[src/rtl/hilo_muldiv_ctrl_pkg.sv]
`default_nettype none
// ============================================================================
// Module      : hilo_muldiv_ctrl_pkg
// Description : Shared definitions for the HI/LO multiply/divide sequencer:
//               register-bus width, operation encodings, FSM state encodings
//               and small decode helpers.
// Revision    : 1.0 - initial release
// ============================================================================
package hilo_muldiv_ctrl_pkg;

  // Width of the general register bus; HI/LO match it.
  localparam int REG_BUS_W = 16;
  localparam int MD_DW     = REG_BUS_W;
  // Iteration counter width; must be able to hold MD_DW.
  localparam int MD_CW     = 5;

  // Operation encodings as delivered by EX.
  localparam logic [1:0] OP_MULTU = 2'b00;
  localparam logic [1:0] OP_MULT  = 2'b01;
  localparam logic [1:0] OP_DIVU  = 2'b10;
  localparam logic [1:0] OP_DIV   = 2'b11;

  typedef enum logic [1:0] {
    ST_IDLE = 2'd0,
    ST_MUL  = 2'd1,
    ST_DIV  = 2'd2,
    ST_DONE = 2'd3
  } state_e;

  // Bit 1 of the encoding selects divide, bit 0 selects signed.
  function automatic logic op_is_div(input logic [1:0] op);
    return op[1];
  endfunction

  function automatic logic op_is_signed(input logic [1:0] op);
    return op[0];
  endfunction

endpackage
`default_nettype wire

[src/rtl/hilo_muldiv_ctrl_muldiv_iter.sv]
`default_nettype none
// ============================================================================
// Module      : muldiv_iter
// Description : Iteration datapath for the HI/LO sequencer. Holds the
//               magnitude accumulator, performs one shift-add (multiply) or
//               one restoring-division step per step_i, applies the sign
//               fix-up and captures the final HI/LO on finish_i.
// Ports       : clk, rst      - clock, synchronous active-high reset
//               load_i        - capture operand magnitudes and sign flags
//               step_i        - perform one iteration
//               finish_i      - capture results (same edge as the last step)
//               dz_i          - divide-by-zero result on finish_i
//               op_i/opa_i/opb_i - operation and raw operands
//               hi_o/lo_o     - registered HI/LO results
// Revision    : 1.0 - initial release
// ============================================================================
module muldiv_iter
  import hilo_muldiv_ctrl_pkg::*;
#(
  parameter int DW = MD_DW
) (
  input  logic          clk,
  input  logic          rst,
  input  logic          load_i,
  input  logic          step_i,
  input  logic          finish_i,
  input  logic          dz_i,
  input  logic [1:0]    op_i,
  input  logic [DW-1:0] opa_i,
  input  logic [DW-1:0] opb_i,
  output logic [DW-1:0] hi_o,
  output logic [DW-1:0] lo_o
);

  logic [DW-1:0] acc_hi_q, acc_hi_d;
  logic [DW-1:0] acc_lo_q, acc_lo_d;
  logic [DW-1:0] b_q, b_d;
  logic          is_div_q, is_div_d;
  logic          neg_q, neg_d;     // negate product / quotient
  logic          rneg_q, rneg_d;   // negate remainder (dividend negative)
  logic [DW-1:0] hi_q, hi_d;
  logic [DW-1:0] lo_q, lo_d;

  logic [DW-1:0]   a_mag, b_mag;
  logic [DW:0]     sum, rem_sh, diff;
  logic [DW-1:0]   step_hi, step_lo, quot, rem;
  logic [2*DW-1:0] prod;

  always_comb begin
    acc_hi_d = acc_hi_q;
    acc_lo_d = acc_lo_q;
    b_d      = b_q;
    is_div_d = is_div_q;
    neg_d    = neg_q;
    rneg_d   = rneg_q;
    hi_d     = hi_q;
    lo_d     = lo_q;

    a_mag = (op_is_signed(op_i) && opa_i[DW-1]) ? -opa_i : opa_i;
    b_mag = (op_is_signed(op_i) && opb_i[DW-1]) ? -opb_i : opb_i;

    // Multiply step: {carry, hi} += multiplicand when multiplier LSB set,
    // then the whole {carry, hi, lo} shifts right by one.
    sum = {1'b0, acc_hi_q} + (acc_lo_q[0] ? {1'b0, b_q} : {(DW+1){1'b0}});

    // Divide step: {rem, quot} << 1. The shifted remainder needs one extra
    // bit, but after a successful subtract it always fits back into DW.
    rem_sh = {acc_hi_q, acc_lo_q[DW-1]};
    diff   = rem_sh - {1'b0, b_q};

    if (is_div_q) begin
      if (rem_sh >= {1'b0, b_q}) begin
        step_hi = diff[DW-1:0];
        step_lo = {acc_lo_q[DW-2:0], 1'b1};
      end else begin
        step_hi = rem_sh[DW-1:0];
        step_lo = {acc_lo_q[DW-2:0], 1'b0};
      end
    end else begin
      step_hi = sum[DW:1];
      step_lo = {sum[0], acc_lo_q[DW-1:1]};
    end

    // Sign fix-up on the post-step value so it lands on the DONE edge.
    prod = {step_hi, step_lo};
    if (neg_q) prod = -prod;
    quot = neg_q  ? -step_lo : step_lo;
    rem  = rneg_q ? -step_hi : step_hi;

    if (load_i) begin
      acc_hi_d = '0;
      acc_lo_d = a_mag;
      b_d      = b_mag;
      is_div_d = op_is_div(op_i);
      neg_d    = op_is_signed(op_i) && (opa_i[DW-1] ^ opb_i[DW-1]);
      rneg_d   = op_is_signed(op_i) && op_is_div(op_i) && opa_i[DW-1];
    end else if (step_i) begin
      acc_hi_d = step_hi;
      acc_lo_d = step_lo;
    end

    if (finish_i) begin
      if (dz_i) begin
        hi_d = opa_i;
        lo_d = '1;
      end else if (is_div_q) begin
        hi_d = rem;
        lo_d = quot;
      end else begin
        hi_d = prod[2*DW-1:DW];
        lo_d = prod[DW-1:0];
      end
    end
  end

  always_ff @(posedge clk) begin
    if (rst) begin
      acc_hi_q <= '0;
      acc_lo_q <= '0;
      b_q      <= '0;
      is_div_q <= 1'b0;
      neg_q    <= 1'b0;
      rneg_q   <= 1'b0;
      hi_q     <= '0;
      lo_q     <= '0;
    end else begin
      acc_hi_q <= acc_hi_d;
      acc_lo_q <= acc_lo_d;
      b_q      <= b_d;
      is_div_q <= is_div_d;
      neg_q    <= neg_d;
      rneg_q   <= rneg_d;
      hi_q     <= hi_d;
      lo_q     <= lo_d;
    end
  end

  assign hi_o = hi_q;
  assign lo_o = lo_q;

endmodule
`default_nettype wire

[src/rtl/hilo_muldiv_ctrl.sv]
`default_nettype none
// ============================================================================
// Module      : hilo_muldiv_ctrl
// Description : Multi-cycle MULT/MULTU/DIV/DIVU sequencer producing HI/LO.
//               Stalls the pipeline while iterating, then pulses we_o for
//               one cycle with the results.
// Ports       : clk, rst   - clock, synchronous active-high reset
//               start      - request from EX (sampled in IDLE only)
//               op         - 00 MULTU, 01 MULT, 10 DIVU, 11 DIV
//               opa, opb   - multiplicand/dividend, multiplier/divisor
//               cancel     - pipeline flush, aborts any operation
//               stall_o    - pipeline stall request
//               busy_o     - state != IDLE
//               we_o       - HI/LO write-enable pulse
//               hi_o, lo_o - HI/LO results
// Revision    : 1.0 - initial release
// ============================================================================
module hilo_muldiv_ctrl
  import hilo_muldiv_ctrl_pkg::*;
#(
  parameter int DW = MD_DW,
  parameter int CW = MD_CW
) (
  input  logic          clk,
  input  logic          rst,
  input  logic          start,
  input  logic [1:0]    op,
  input  logic [DW-1:0] opa,
  input  logic [DW-1:0] opb,
  input  logic          cancel,
  output logic          stall_o,
  output logic          busy_o,
  output logic          we_o,
  output logic [DW-1:0] hi_o,
  output logic [DW-1:0] lo_o
);

  localparam logic [CW-1:0] LAST_CNT = CW'(DW - 1);

  state_e        state_q, state_d;
  logic [CW-1:0] cnt_q, cnt_d;
  logic          load, step, finish, dz;

  always_comb begin
    state_d = state_q;
    cnt_d   = cnt_q;
    load    = 1'b0;
    step    = 1'b0;
    finish  = 1'b0;
    dz      = 1'b0;

    if (cancel) begin
      state_d = ST_IDLE;
    end else begin
      case (state_q)
        ST_IDLE: begin
          if (start) begin
            load  = 1'b1;
            cnt_d = '0;
            if (op_is_div(op) && (opb == '0)) begin
              state_d = ST_DONE;
              finish  = 1'b1;
              dz      = 1'b1;
            end else begin
              state_d = op_is_div(op) ? ST_DIV : ST_MUL;
            end
          end
        end
        ST_MUL, ST_DIV: begin
          step  = 1'b1;
          cnt_d = cnt_q + 1'b1;
          if (cnt_q == LAST_CNT) begin
            state_d = ST_DONE;
            finish  = 1'b1;
          end
        end
        ST_DONE: state_d = ST_IDLE;
        default: state_d = ST_IDLE;
      endcase
    end
  end

  always_ff @(posedge clk) begin
    if (rst) begin
      state_q <= ST_IDLE;
      cnt_q   <= '0;
    end else begin
      state_q <= state_d;
      cnt_q   <= cnt_d;
    end
  end

  assign busy_o  = (state_q != ST_IDLE);
  assign stall_o = ((state_q == ST_IDLE) && start && !cancel) ||
                   (state_q == ST_MUL) || (state_q == ST_DIV);
  // A flush in DONE suppresses the write even though results are captured.
  assign we_o    = (state_q == ST_DONE) && !cancel;

  muldiv_iter #(
    .DW(DW)
  ) u_iter (
    .clk     (clk),
    .rst     (rst),
    .load_i  (load),
    .step_i  (step),
    .finish_i(finish),
    .dz_i    (dz),
    .op_i    (op),
    .opa_i   (opa),
    .opb_i   (opb),
    .hi_o    (hi_o),
    .lo_o    (lo_o)
  );

endmodule
`default_nettype wire

[config.mk]
export PLATFORM = sky130hd
export DESIGN_NAME = hilo_muldiv_ctrl
export DESIGN_NICKNAME = d
export VERILOG_FILES = /design/src/rtl/hilo_muldiv_ctrl_pkg.sv /design/src/rtl/hilo_muldiv_ctrl_muldiv_iter.sv /design/src/rtl/hilo_muldiv_ctrl.sv
export SDC_FILE = /design/constraint.sdc
export NUM_CORES = 1
export LEC_CHECK = 0
export CAP_MARGIN = 10
export CORE_AREA = 4 4 145 147
export DETAILED_ROUTE_END_ITERATION = 10
export DIE_AREA = 0 0 149 151
export HOLD_SLACK_MARGIN = 0.06
export RECOVER_POWER = 100
export SETUP_SLACK_MARGIN = 0.1
export SYNTH_ARGS = -nofsm -noshare
export SYNTH_HDL_FRONTEND = slang
export SYNTH_SLANG_ARGS = --single-unit
[constraint.sdc]
create_clock -name clk -period 5.9 [get_ports clk]
set_input_delay 1.18 -clock clk [delete_from_list [all_inputs] [get_ports clk]]
set_output_delay 1.18 -clock clk [all_outputs]
set_load 0.05 [all_outputs]
Word-level counts from Yosys, hierarchy flattened
Cells that the tools add are included.

Register bits: 90. Input bits: 38. Logic and storage cells: 84.

Add/subtract/negate cells: 8. Order comparisons: 1. Equal/unequal tests: 6. Multiplexer cells: 35. Bitwise gates (word level): 2. Reductions and logical operators: 22.

Operators by type and width (count): $mux 16 (14); $neg 16->16 (4); $mux 32 (1); $neg 32->32 (1); $add 16x16->17 (1); $ge 17x16->1 (1); $logic_not 16->1 (1); $sub 16x16->16 (1); $mux 1 (12); $pmux 5 s2 (1); $logic_and 1x1->1 (9); $mux 2 (4); $pmux 2 s3 (1); $reduce_bool 2->1 (3); $reduce_or 2->1 (3); $add 5x1->5 const B (1); $eq 5x4->1 const B (1); $mux 5 (1); $eq 2x2->1 const B (2); $ne 2x2->1 const B (2); $reduce_and 3->1 (1); $eq 2x1->1 const B (1); $logic_not 2->1 (1); $logic_or 1x1->1 (2); 5 further kinds (5).

Longest topological paths before layout
Gate-level depths: netlist of run 1.

Depth after elaboration: 7. Depth in mapped cells: 20.

By module
From an unflattened synthesis of run 1, not the netlist that was laid out.

Cell total of the unflattened synthesis: 1007. Area total of the unflattened synthesis: 7714.9 µm².

By module, submodules not included: muldiv_iter (instances 1, cells each 939, area each 7174.4 µm², seq. area each 1661.6 µm²); hilo_muldiv_ctrl (instances 1, cells each 68, area each 540.5 µm², seq. area each 140.1 µm²).

Least setup slack after synthesis of run 1
OpenSTA, ideal clock, no wires.

Path kind: register -> register. Start: register u_iter.b_q[14]. End: register u_iter.hi_q[14] (netlist: u_iter.hi_o[14]). Data arrival time: 4.374 ns. Path slack: 1.447 ns. Stages on the path, launching flop included: 20. Buffers on the path: 1. Clock period less this slack: 4.453 ns. Path through: dfxtp_1 -> inv_1 -> ha_1 -> and3_1 -> a221o_1 -> a21o_1 -> nor3_2 -> buf_2 -> nand2_1 -> o21ai_0 -> ha_1 -> nand2_1 -> o41ai_1 -> nand2_1 -> o41ai_2 -> o22a_2 -> a41oi_1 -> xnor2_1 -> nand2_1 -> a211oi_2.

Cells in the longest elaborated chain, start to end: 7. Elaborated cells between the ends (all ways): 14. Classes of those cells: add/sub: 4; order compare: 1; mux: 9.

RTL lines: from (decl) (line hilo_muldiv_ctrl_muldiv_iter.sv:37) `logic [DW-1:0] b_q, b_d;`; from (signal assigned) (line hilo_muldiv_ctrl_muldiv_iter.sv:120) `b_q <= '0;`; from (signal assigned) (line hilo_muldiv_ctrl_muldiv_iter.sv:129) `b_q <= b_d;`; $mux 16, or another cell as far along (line hilo_muldiv_ctrl_muldiv_iter.sv:64) `sum = {1'b0, acc_hi_q} + (acc_lo_q[0] ? {1'b0, b_q} : {(DW+1){1'b0}});`; $add 16x16->17, or another cell as far along (line hilo_muldiv_ctrl_muldiv_iter.sv:64); $mux 16 (line hilo_muldiv_ctrl_muldiv_iter.sv:71) `if (is_div_q) begin`; $neg 32->32 / $neg 16->16 (equally long branches) (line hilo_muldiv_ctrl_muldiv_iter.sv:86, hilo_muldiv_ctrl_muldiv_iter.sv:88); $mux 32 / $mux 16 (equally long branches) (line hilo_muldiv_ctrl_muldiv_iter.sv:86, hilo_muldiv_ctrl_muldiv_iter.sv:88); $mux 16 * (line hilo_muldiv_ctrl_muldiv_iter.sv:106) `end else if (is_div_q) begin`; $mux 16 * (line hilo_muldiv_ctrl_muldiv_iter.sv:103) `if (dz_i) begin`; to (signal assigned) (line hilo_muldiv_ctrl_muldiv_iter.sv:133) `hi_q <= hi_d;`; to (decl) (line hilo_muldiv_ctrl_muldiv_iter.sv:41) `logic [DW-1:0] hi_q, hi_d;`.

Every way passes the cells marked *; elsewhere a longest branch is shown, timed or not. A chain may end at the register's enable or synchronous reset.

Worst setup path in the final report of run 1
Start: register u_iter.b_q[4]. End: register u_iter.hi_q[14] (netlist: u_iter.hi_o[14]).

The elaborated chain is that of the path after synthesis.

==> metrics.cfg, run 1 <==
[final_layout]
finalNetCount = 1154
syn_to_final_growth_pct = 14.73
diodes = 0
drive_gt1_share_pct = 5.680
fillCellCount = 2067
mostFrequentLayoutCells = nor2_1, nand2_1, dfxtp_1
final_common_cell = nor2_1

[global_routing]
grt_pass1_vias = 7409
track_usage_pct = 23.28
grt_max_degree = 76
grt_overflow = 0
grt_antenna_before_repair = 0
grt_pass1_wl_um = 41420

[cts]
cts-resized-gates = 0
numCtsBuffers = 9
clock_path_buffers = 2
worstSkewPairLatency_ns = 0.36
post-cts-setup-buffers = 0
cts_root_buf = clkbuf_16
tritoncts = built
cts_hold_buf = 0
cts.sinks = 90
clk_pin_slew_ns = 0.07
h-tree-depth = 3

[timing]
totalNegativeSetupSlack_ns = 0
min_period_over_period_pct = 88.75
slew_violations = 51
max_slew_margin_pct = -60.77
min_period_ns = 5.236
skew_ns = 0.01520
tightest_slew_ns = 2.412
rsz0062_at_grt = no
setup_violations = 0
fmax_mhz = 191.0
finalHoldViolCount = 0

[synthesis]
ys_types = 91
syn_nets = 1111
ys_async_sr_fraction_pct = 0
synthFlopType = dfxtp_1
synthesis.area_sq_um = 7771
syn-instance-count = 1028
ys_warn_count = 0
yosysSeqAreaShare_pct = 23.18
avgSynthCellArea_sq_um = 7.560
ys_ff_latch = 90
synth-edff-count = 0

[status]
failed_checks = capacitance limit, slew limit
status = finished, violations left

[min_path]
min_from = cnt_q[4]
min_path_type = register to register

[detailed_routing]
drtPass1Iterations = 6
wl_met1_um = 12240
wl_per_cell_um = 19.64
met2_length_um = 11790
drt_first_iter_violations = 607
wl_met3_um = 1770
remaining_drc_errors = 0
postRouteAntennaNets = 0
route.vias.total = 7951
top_layer = met4
vias_per_cell = 5.916
wl_um = 26390

[critical_path]
crit_arrival_ns = 5.50
r2r-start = u_iter.b_q[4]
crit_path_frequent_cell = nand2_1
critPathSlowestCell = o41ai_1
worstPathRequired_ns = 6.17
cp_slowest_stage_delay_ns = 0.73
start_kind = register
crit_path_cell_trace = inv_1 -> ha_1 -> a21o_1 -> a31oi_1 -> a2111oi_2 -> nor3_1 -> nand2_1 -> o21ai_0 -> ha_1 -> nand2_1 -> o41ai_1 -> nand2_1 -> o41ai_2 -> o22a_2 -> a41oi_1 -> xnor2_1 -> nand2_1 -> a211oi_1
crit_path_max_fanout = 8
crit_path_end_kind = register
setup.worst_path.start = u_iter.b_q[4]
path_class = register to register

[floorplan]
rows = 52
fp.dieH_um = 151
pin_count = 73
dieWidth_um = 149
dieArea_sq_um = 22500
coreArea_sq_um = 19910
start_util_pct = 39.03

[job]
max_cap_violations = 1

[power]
vdd_ir_drop_max_mv = 0.1429
power.total_mw = 2.018
power_density_nw_per_um2 = 226.4
power_leakage_nw = 3.447

[placement]
gp_congestion = 0.9140
port_buffers = 72
post-dp-hpwl_um = 19850

[area by class of cell]
| type | count | area, sq um | share of cell area (%) |
|---|---|---|---|
| Clock inverter | 5 | 56.30 | 0.6315 |
| Timing Repair Buffer | 83 | 787.0 | 8.827 |
| Sequential cell | 90 | 1803 | 20.22 |
| Clock buffer | 9 | 225.2 | 2.526 |
| Tap cell | 270 | 337.8 | 3.789 |
| Inverter | 49 | 183.9 | 2.063 |
| Multi-Input combinational cell | 838 | 5523 | 61.94 |
[final timing paths]
path / end / slack (ns) / cells past startpoint
worst max-delay path: u_iter.hi_o[14] / 0.66 / 18
worst min-delay path: cnt_q[4] / 0.46 / 2
worst max register to register: u_iter.hi_o[14] / 0.66 / 18
worst min register to register: cnt_q[4] / 0.46 / 2
[metal layers]
layer | track usage, % | up-vias
met5 | 0 | -
met4 | 8.146 | 0
met3 | 4.099 | 44
met2 | 35.32 | 280
met1 | 33.26 | 3751
li1 | - | 3876
[registers in the layout, summed over array words and instances (netlist names)]
signal / flops
u_iter.acc_lo_q: 16
cnt_q: 5
u_iter.rneg_q: 1
u_iter.is_div_q: 1
u_iter.hi_o: 16
u_iter.lo_o: 16
u_iter.neg_q: 1
u_iter.b_q: 16
state_q: 2
u_iter.acc_hi_q: 16
[logic make-up (layout without fill, tap and decap cells)]
| kind of cell | after synthesis | count (layout) | share of synthesized area, % |
|---|---|---|---|
| simple gates | 398 | 398 | 25.15 |
| compound gates | 310 | 310 | 29.13 |
| buf+inv | 100 | 146 | 4.959 |
| flops | 90 | 90 | 23.18 |
| xor+xnor | 63 | 63 | 7.100 |
| fa+ha+maj | 45 | 45 | 7.438 |
| mux | 22 | 22 | 3.043 |
[worst max-delay path, delay by kind of cell, from the launching register on]
family / cells / cell delay, ns
AOI/OAI and AO/OA: 9 / 2.98
adders and majority gates: 2 / 0.67
buffers and inverters: 1 / 0.05
DFF: 1 / 0.36
and+or+nand+nor: 5 / 0.86
xor gates and xnor gates: 1 / 0.22
[Yosys cell counts (16+ instances only)]
master	instances	area, sq um
inv_1	48	180.2
nand2_1	102	382.9
clkbuf_1	37	138.9
dfxtp_1	90	1802
xnor2_1	33	289.0
nor2_1	131	491.7
a311oi_1	17	148.9
o21ai_0	38	190.2
a21o_1	16	120.1
a21oi_1	73	365.4
ha_1	43	538.0
nand3_1	23	115.1
nor3_1	28	140.1
xor2_1	30	262.8
and2_1	23	143.9
a211oi_1	26	195.2
[stage by stage]
step	utilization, %	instance area, sq um	setup slack [ns]	hold WS [ns]	instances
3_5_place_dp	43.82	8723	1.161	0.4519	1330
3_3_place_gp	43.82	8723	1.140	0.4419	1330
2_1_floorplan	-	7771	1.447	0.4319	1028
4_1_cts	45.23	9005	1.143	0.4616	1344
5_1_grt	44.78	8916	0.3847	0.4857	1344
6_report	44.78	8916	0.6638	0.4595	1344
[power by group]
group	switching [mW]	internal, mW	total (mW)
sequential	0.0409	0.632	0.673
clock	0.275	0.325	0.600
combinational	0.468	0.278	0.746
(Power assumes the default switching activity.)
==> inputs of run 2 (changes only) <==
--- a/config.mk
+++ b/config.mk
@@ -6,9 +6,9 @@
 export NUM_CORES = 1
 export LEC_CHECK = 0
 export CAP_MARGIN = 10
-export CORE_AREA = 4 4 145 147
+export CORE_AREA = 2 2 143 145
 export DETAILED_ROUTE_END_ITERATION = 10
-export DIE_AREA = 0 0 149 151
+export DIE_AREA = 0 0 145 147
 export HOLD_SLACK_MARGIN = 0.06
 export RECOVER_POWER = 100
 export SETUP_SLACK_MARGIN = 0.1
==> run 2 against run 1 <==
Against the previous run: the run still ends with capacitance limit, slew limit left; highest routed layer unchanged; setup slack gained 0.10 ns; combinational power grew 2%; utilization grew 0.69 points; largest power group unchanged.
==> metrics.cfg, run 2 (synthesized netlist as in run 1, its figures left out) <==
[floorplan]
pin_count = 73
dieArea_sq_um = 21320
fp.dieH_um = 147
rows = 52
dieWidth_um = 145
start_util_pct = 39.16
coreArea_sq_um = 19840

[global_routing]
grt_overflow = 0
grt_pass1_wl_um = 41280
grt_antenna_before_repair = 0
track_usage_pct = 24.23
grtUsageMet1_pct = 34.33
grt_max_degree = 77
grtUsageMet3_pct = 3.851
gr-usage-met2_pct = 39.19
grt_pass1_vias = 7531
busiest_layer = met2

[final_layout]
mostFrequentLayoutCells = nor2_1, nand2_1, dfxtp_1
final_common_cell = nor2_1
drive_gt1_share_pct = 6.679
seq_area_sq_um = 1803
finalNetCount = 1156
syn_to_final_growth_pct = 16.12
multi_input_area_sq_um = 5557
diodes = 0
fillCellCount = 1997
fin_util_pct = 45.47

[detailed_routing]
drtPass1Iterations = 8
postRouteAntennaNets = 0
wl_um = 26060
remaining_drc_errors = 0
vias_per_cell = 5.978
drt_first_iter_violations = 736
route.vias.total = 8059
wl_per_cell_um = 19.33

[cts]
tritoncts = built
worstSkewPairLatency_ns = 0.36
clock_path_buffers = 2
cts-resized-gates = 0
h-tree-depth = 3
clk_pin_slew_ns = 0.07
post-cts-setup-buffers = 0
numCtsBuffers = 9
cts_hold_buf = 0
cts_root_buf = clkbuf_16
cts.sinks = 90

[critical_path]
crit_family = compound AO/OA/AOI/OAI gates
worstPathRequired_ns = 6.18
reg2reg_slack_ns = 0.77
path_class = register to register
r2r_end = u_iter.hi_o[14]
crit_path_max_fanout = 8
start_kind = register
cp_slowest_stage_delay_ns = 0.67
crit_path_frequent_cell = nand2_1
critPathBufInv = 1
crit_arrival_ns = 5.41
crit_path_cell_trace = inv_1 -> ha_1 -> a21o_1 -> a31oi_1 -> a2111oi_2 -> nor3_2 -> nand2_1 -> o21ai_0 -> ha_1 -> nand2_1 -> o41ai_1 -> nand2_1 -> o41ai_2 -> o22a_2 -> a41oi_1 -> xnor2_1 -> nand2_1 -> a211oi_2
crit_path_end_kind = register
critPathSlowestCell = o41ai_1
r2r-start = u_iter.b_q[4]
reg2regPathDepth = 18

[timing]
fmax_mhz = 194.8
skew_ns = 0.005474
finalHoldViolCount = 0
setup_violations = 0
fin_ws_ns = 0.7675
min_period_over_period_pct = 86.99
slew_violations = 51
totalNegativeSetupSlack_ns = 0
rsz0062_at_grt = no
max_slew_margin_pct = -60.24
min_period_ns = 5.132
tightest_slew_ns = 2.404

[min_path]
min_to = u_iter.hi_o[8]
min_path_type = register to register
min_from = u_iter.hi_o[8]
hold-path-cell-count = 2

[power]
power_leakage_nw = 3.509
power_density_nw_per_um2 = 233.3
vdd_ir_drop_max_mv = 0.1539
power.total_mw = 2.105

[placement]
port_buffers = 72
post-dp-hpwl_um = 19360
place_ws_ns = 0.9992
gp_congestion = 0.8921

[status]
status = finished, violations left
failed_checks = capacitance limit, slew limit

[job]
max_cap_violations = 1

==> run 2: cell types whose count changed in the layout (fill, tap and decap cells not counted), moves of 2 or more <==
| cell | previous run | this run |
|---|---|---|
| clkbuf_1 | 3 | 1 |
| buf_4 | 8 | 11 |
| o21ai_0 | 40 | 38 |
| o21ai_1 | 1 | 3 |
| clkinv_2 | 2 | 0 |
==> run 2: layout make-up <==
cell class | count | share of cell area, %
Sequential cell | 90 | 19.98
Timing Repair Buffer | 85 | 8.943
Multi-Input combinational cell | 838 | 61.58
Inverter | 49 | 2.038
Tap cell | 270 | 3.744
Clock inverter | 6 | 1.068
Clock buffer | 10 | 2.648
==> run 2: stage by stage <==
stage	instances	area, sq um	hold WS [ns]
4_1_cts	1348	9072	0.4617
6_report	1348	9024	0.4572
5_1_grt	1348	9024	0.4857
3_5_place_dp	1332	8737	0.4513
3_3_place_gp	1332	8737	0.4406
2_1_floorplan	1028	7771	0.4319
==> run 2: worst reg2reg max path: stages (launching register included) <==
cell	delay, ns
dfxtp_1	0.35
inv_1	0.05
ha_1	0.41
a21o_1	0.21
a31oi_1	0.48
a2111oi_2	0.31
nor3_2	0.25
nand2_1	0.09
o21ai_0	0.29
ha_1	0.31
nand2_1	0.11
o41ai_1	0.67
nand2_1	0.24
o41ai_2	0.40
o22a_2	0.25
a41oi_1	0.14
xnor2_1	0.20
nand2_1	0.09
a211oi_2	0.19
==> run 2: worst max-delay path by stage <==
| stage | from | end | cells past startpoint |
|---|---|---|---|
| after floorplan | u_iter.b_q[14] | u_iter.hi_o[14] | 19 |
| after global placement | u_iter.b_q[4] | u_iter.hi_o[14] | 18 |
| after detailed placement | opb[0] | u_iter.hi_o[15] | 13 |
| after CTS | u_iter.b_q[4] | u_iter.hi_o[14] | 18 |
| after global routing | u_iter.b_q[4] | u_iter.hi_o[14] | 18 |
| final | u_iter.b_q[4] | u_iter.hi_o[14] | 18 |
==> run 2: per-layer routing <==
metal / part of all wire (%) / up-vias / wire length, um
li1: - / 3885 / -
met1: 47 / 3869 / 12240
met2: 46 / 281 / 11870
met3: 6.2 / 24 / 1612
met4: 1.3 / 0 / 340
met5: 0 / - / 0
==> run 2: report_power, final <==
part / switching, mW / internal (mW) / total [mW]
Combinational: 0.476 / 0.287 / 0.763
Clock: 0.282 / 0.390 / 0.672
Sequential: 0.0388 / 0.632 / 0.670
==> inputs of run 3 (changes only) <==
--- a/config.mk
+++ b/config.mk
@@ -7,6 +7,7 @@
 export LEC_CHECK = 0
 export CAP_MARGIN = 10
 export CORE_AREA = 2 2 143 145
+export CTS_BUF_LIST = sky130_fd_sc_hd__clkbuf_4
 export DETAILED_ROUTE_END_ITERATION = 10
 export DIE_AREA = 0 0 145 147
 export HOLD_SLACK_MARGIN = 0.06
==> run 3 against run 2 <==
Against the previous run: global-route usage decreased by 0.060 points; count of clock-buffer cells in the layout down 1; register-to-register slack lost 0.04 ns; the run still ends with capacitance limit, slew limit left; utilization fell by 1.0 points; hold slack gained 0.0098 ns; design area fell by 2.2%; die area stayed put; sequential share of layout area rose by 0.46 points; highest routed layer is now met5; non-clock buffer count unchanged; total power shrank 12%.
==> metrics.cfg, run 3 (synthesized netlist as in run 1, its figures left out) <==
[status]
status = finished, violations left
failed_checks = capacitance limit, slew limit

[floorplan]
dieWidth_um = 145
pin_count = 73
dieArea_sq_um = 21320
fp.dieH_um = 147
coreArea_sq_um = 19840
rows = 52
start_util_pct = 39.16

[timing]
finalHoldViolCount = 0
slew_violations = 94
skew_ns = 0.01543
rsz0062_at_grt = no
fin_ws_ns = 0.6081
fmax_mhz = 189.0
min_period_ns = 5.292
max_slew_margin_pct = -64.77
min_period_over_period_pct = 89.69
holdWs_ns = 0.4670
totalNegativeSetupSlack_ns = 0
setup_violations = 0
tightest_slew_ns = 2.472

[critical_path]
cp_slowest_stage_delay_ns = 1.39
crit_family = buffers and inverters
crit_arrival_ns = 5.70
critPathSlowestCell = clkbuf_1
cp.depth = 12
crit_path_cell_trace = dlygate4sd3_1 -> inv_1 -> ha_1 -> nand2_1 -> nor3_1 -> nand2_1 -> or3_1 -> or3_1 -> a211oi_1 -> clkbuf_1 -> o211ai_1 -> and2_0
reg2reg_slack_ns = 0.73
worstPathRequired_ns = 6.31
critPathBufInv = 3
start_kind = input port
crit_path_end_kind = register
crit_path_max_fanout = 42
path_class = input port to register
reg2regPathDepth = 18

[detailed_routing]
wl_per_cell_um = 19.33
drt_first_iter_violations = 751
drtPass1Iterations = 6
remaining_drc_errors = 0
route.vias.total = 8042
postRouteAntennaNets = 0
wl_um = 26080
vias_per_cell = 5.961

[cts]
clock_path_buffers = 2
cts_root_buf = clkbuf_4
worstSkewPairLatency_ns = 0.50
h-tree-depth = 3
cts-resized-gates = 0
clk_pin_slew_ns = 0.15
cts_hold_buf = 0
post-cts-setup-buffers = 0
tritoncts = built
cts.sinks = 90
numCtsBuffers = 9

[final_layout]
seq_area_sq_um = 1803
mostFrequentLayoutCells = nor2_1, nand2_1, dfxtp_1
fillCellCount = 2024
finalNetCount = 1156
final_cells = 1349
syn_to_final_growth_pct = 13.51
drive_gt1_share_pct = 6.122
final_common_cell = nor2_1
multi_input_area_sq_um = 5524

[min_path]
hold-path-cell-count = 2
min_path_type = register to register

[global_routing]
grt_pass1_vias = 7516
grt_max_degree = 77
grt_antenna_before_repair = 2
track_usage_pct = 24.17
grt_pass1_wl_um = 41170
grt_overflow = 0

[power]
power_density_nw_per_um2 = 209.6
comb_power_share_pct = 40.6
power_leakage_nw = 3.418
internal_power_mw = 1.090
vdd_ir_drop_max_mv = 0.1419
pwr-share-clk_pct = 23.0
switching_power_mw = 0.7588
seq_power_share_pct = 36.3
swShare_pct = 41.04

[placement]
post-dp-hpwl_um = 19360
port_buffers = 72
place_ws_ns = 0.9992
gp_congestion = 0.8921
dpl.cell_count = 1332

[job]
max_cap_violations = 2

[run 3: changes by cell type in the layout (fill, tap and decap cells not counted), moves of 2 or more]
cell / delta
clkbuf_16: -9
clkbuf_4: +9
clkbuf_1: +2
o21ai_0: +2
o21ai_1: -2
[run 3: worst paths after layout]
| kind | startpoint | endpoint |
|---|---|---|
| setup reg to reg | u_iter.b_q[1] | u_iter.hi_o[10] |
| hold / removal | u_iter.hi_o[8] | u_iter.hi_o[8] |
| setup / recovery | opb[0] | u_iter.hi_o[6] |
| hold reg to reg | u_iter.hi_o[8] | u_iter.hi_o[8] |
[run 3: through the flow]
stage               power (mW)  util [%]  area (sq um)
floorplan                1.230         -          7771
finish                   1.849     44.45          8821
CTS                      1.867     44.87          8905
global route             1.946     44.45          8821
global placement         1.435     44.03          8737
detailed placement       1.438     44.03          8737
[run 3: area by class of cell]
type / instances / share of cell area [%]
antenna: 1 / 0.02837
clock inverter: 7 / 1.135
sequential: 90 / 20.44
clock buffer: 9 / 0.7660
timing repair buffer: 85 / 9.092
inverter: 49 / 2.085
multi-input combinational: 838 / 62.62
tap: 270 / 3.830
[run 3: power by group through the flow]
stage / Clock (mW) / Sequential, mW / Combinational (mW)
floorplan: 0 / 0.663 / 0.567
global placement: 0 / 0.683 / 0.752
detailed placement: 0 / 0.683 / 0.755
CTS: 0.439 / 0.670 / 0.759
global route: 0.454 / 0.675 / 0.817
finish: 0.426 / 0.672 / 0.752
[run 3: worst min-delay path: stages (launching register included)]
cell     delay, ns
dfxtp_1       0.34
nand2_1       0.05
a21oi_1       0.05
[run 3: per-layer routing]
metal / GRT usage (%) / vias to the layer above / routed length (um)
li1: - / 3883 / -
met1: 33.80 / 3850 / 12240
met2: 39.02 / 279 / 11740
met5: 0 / - / 20
met3: 4.348 / 28 / 1719
met4: 5.248 / 2 / 363
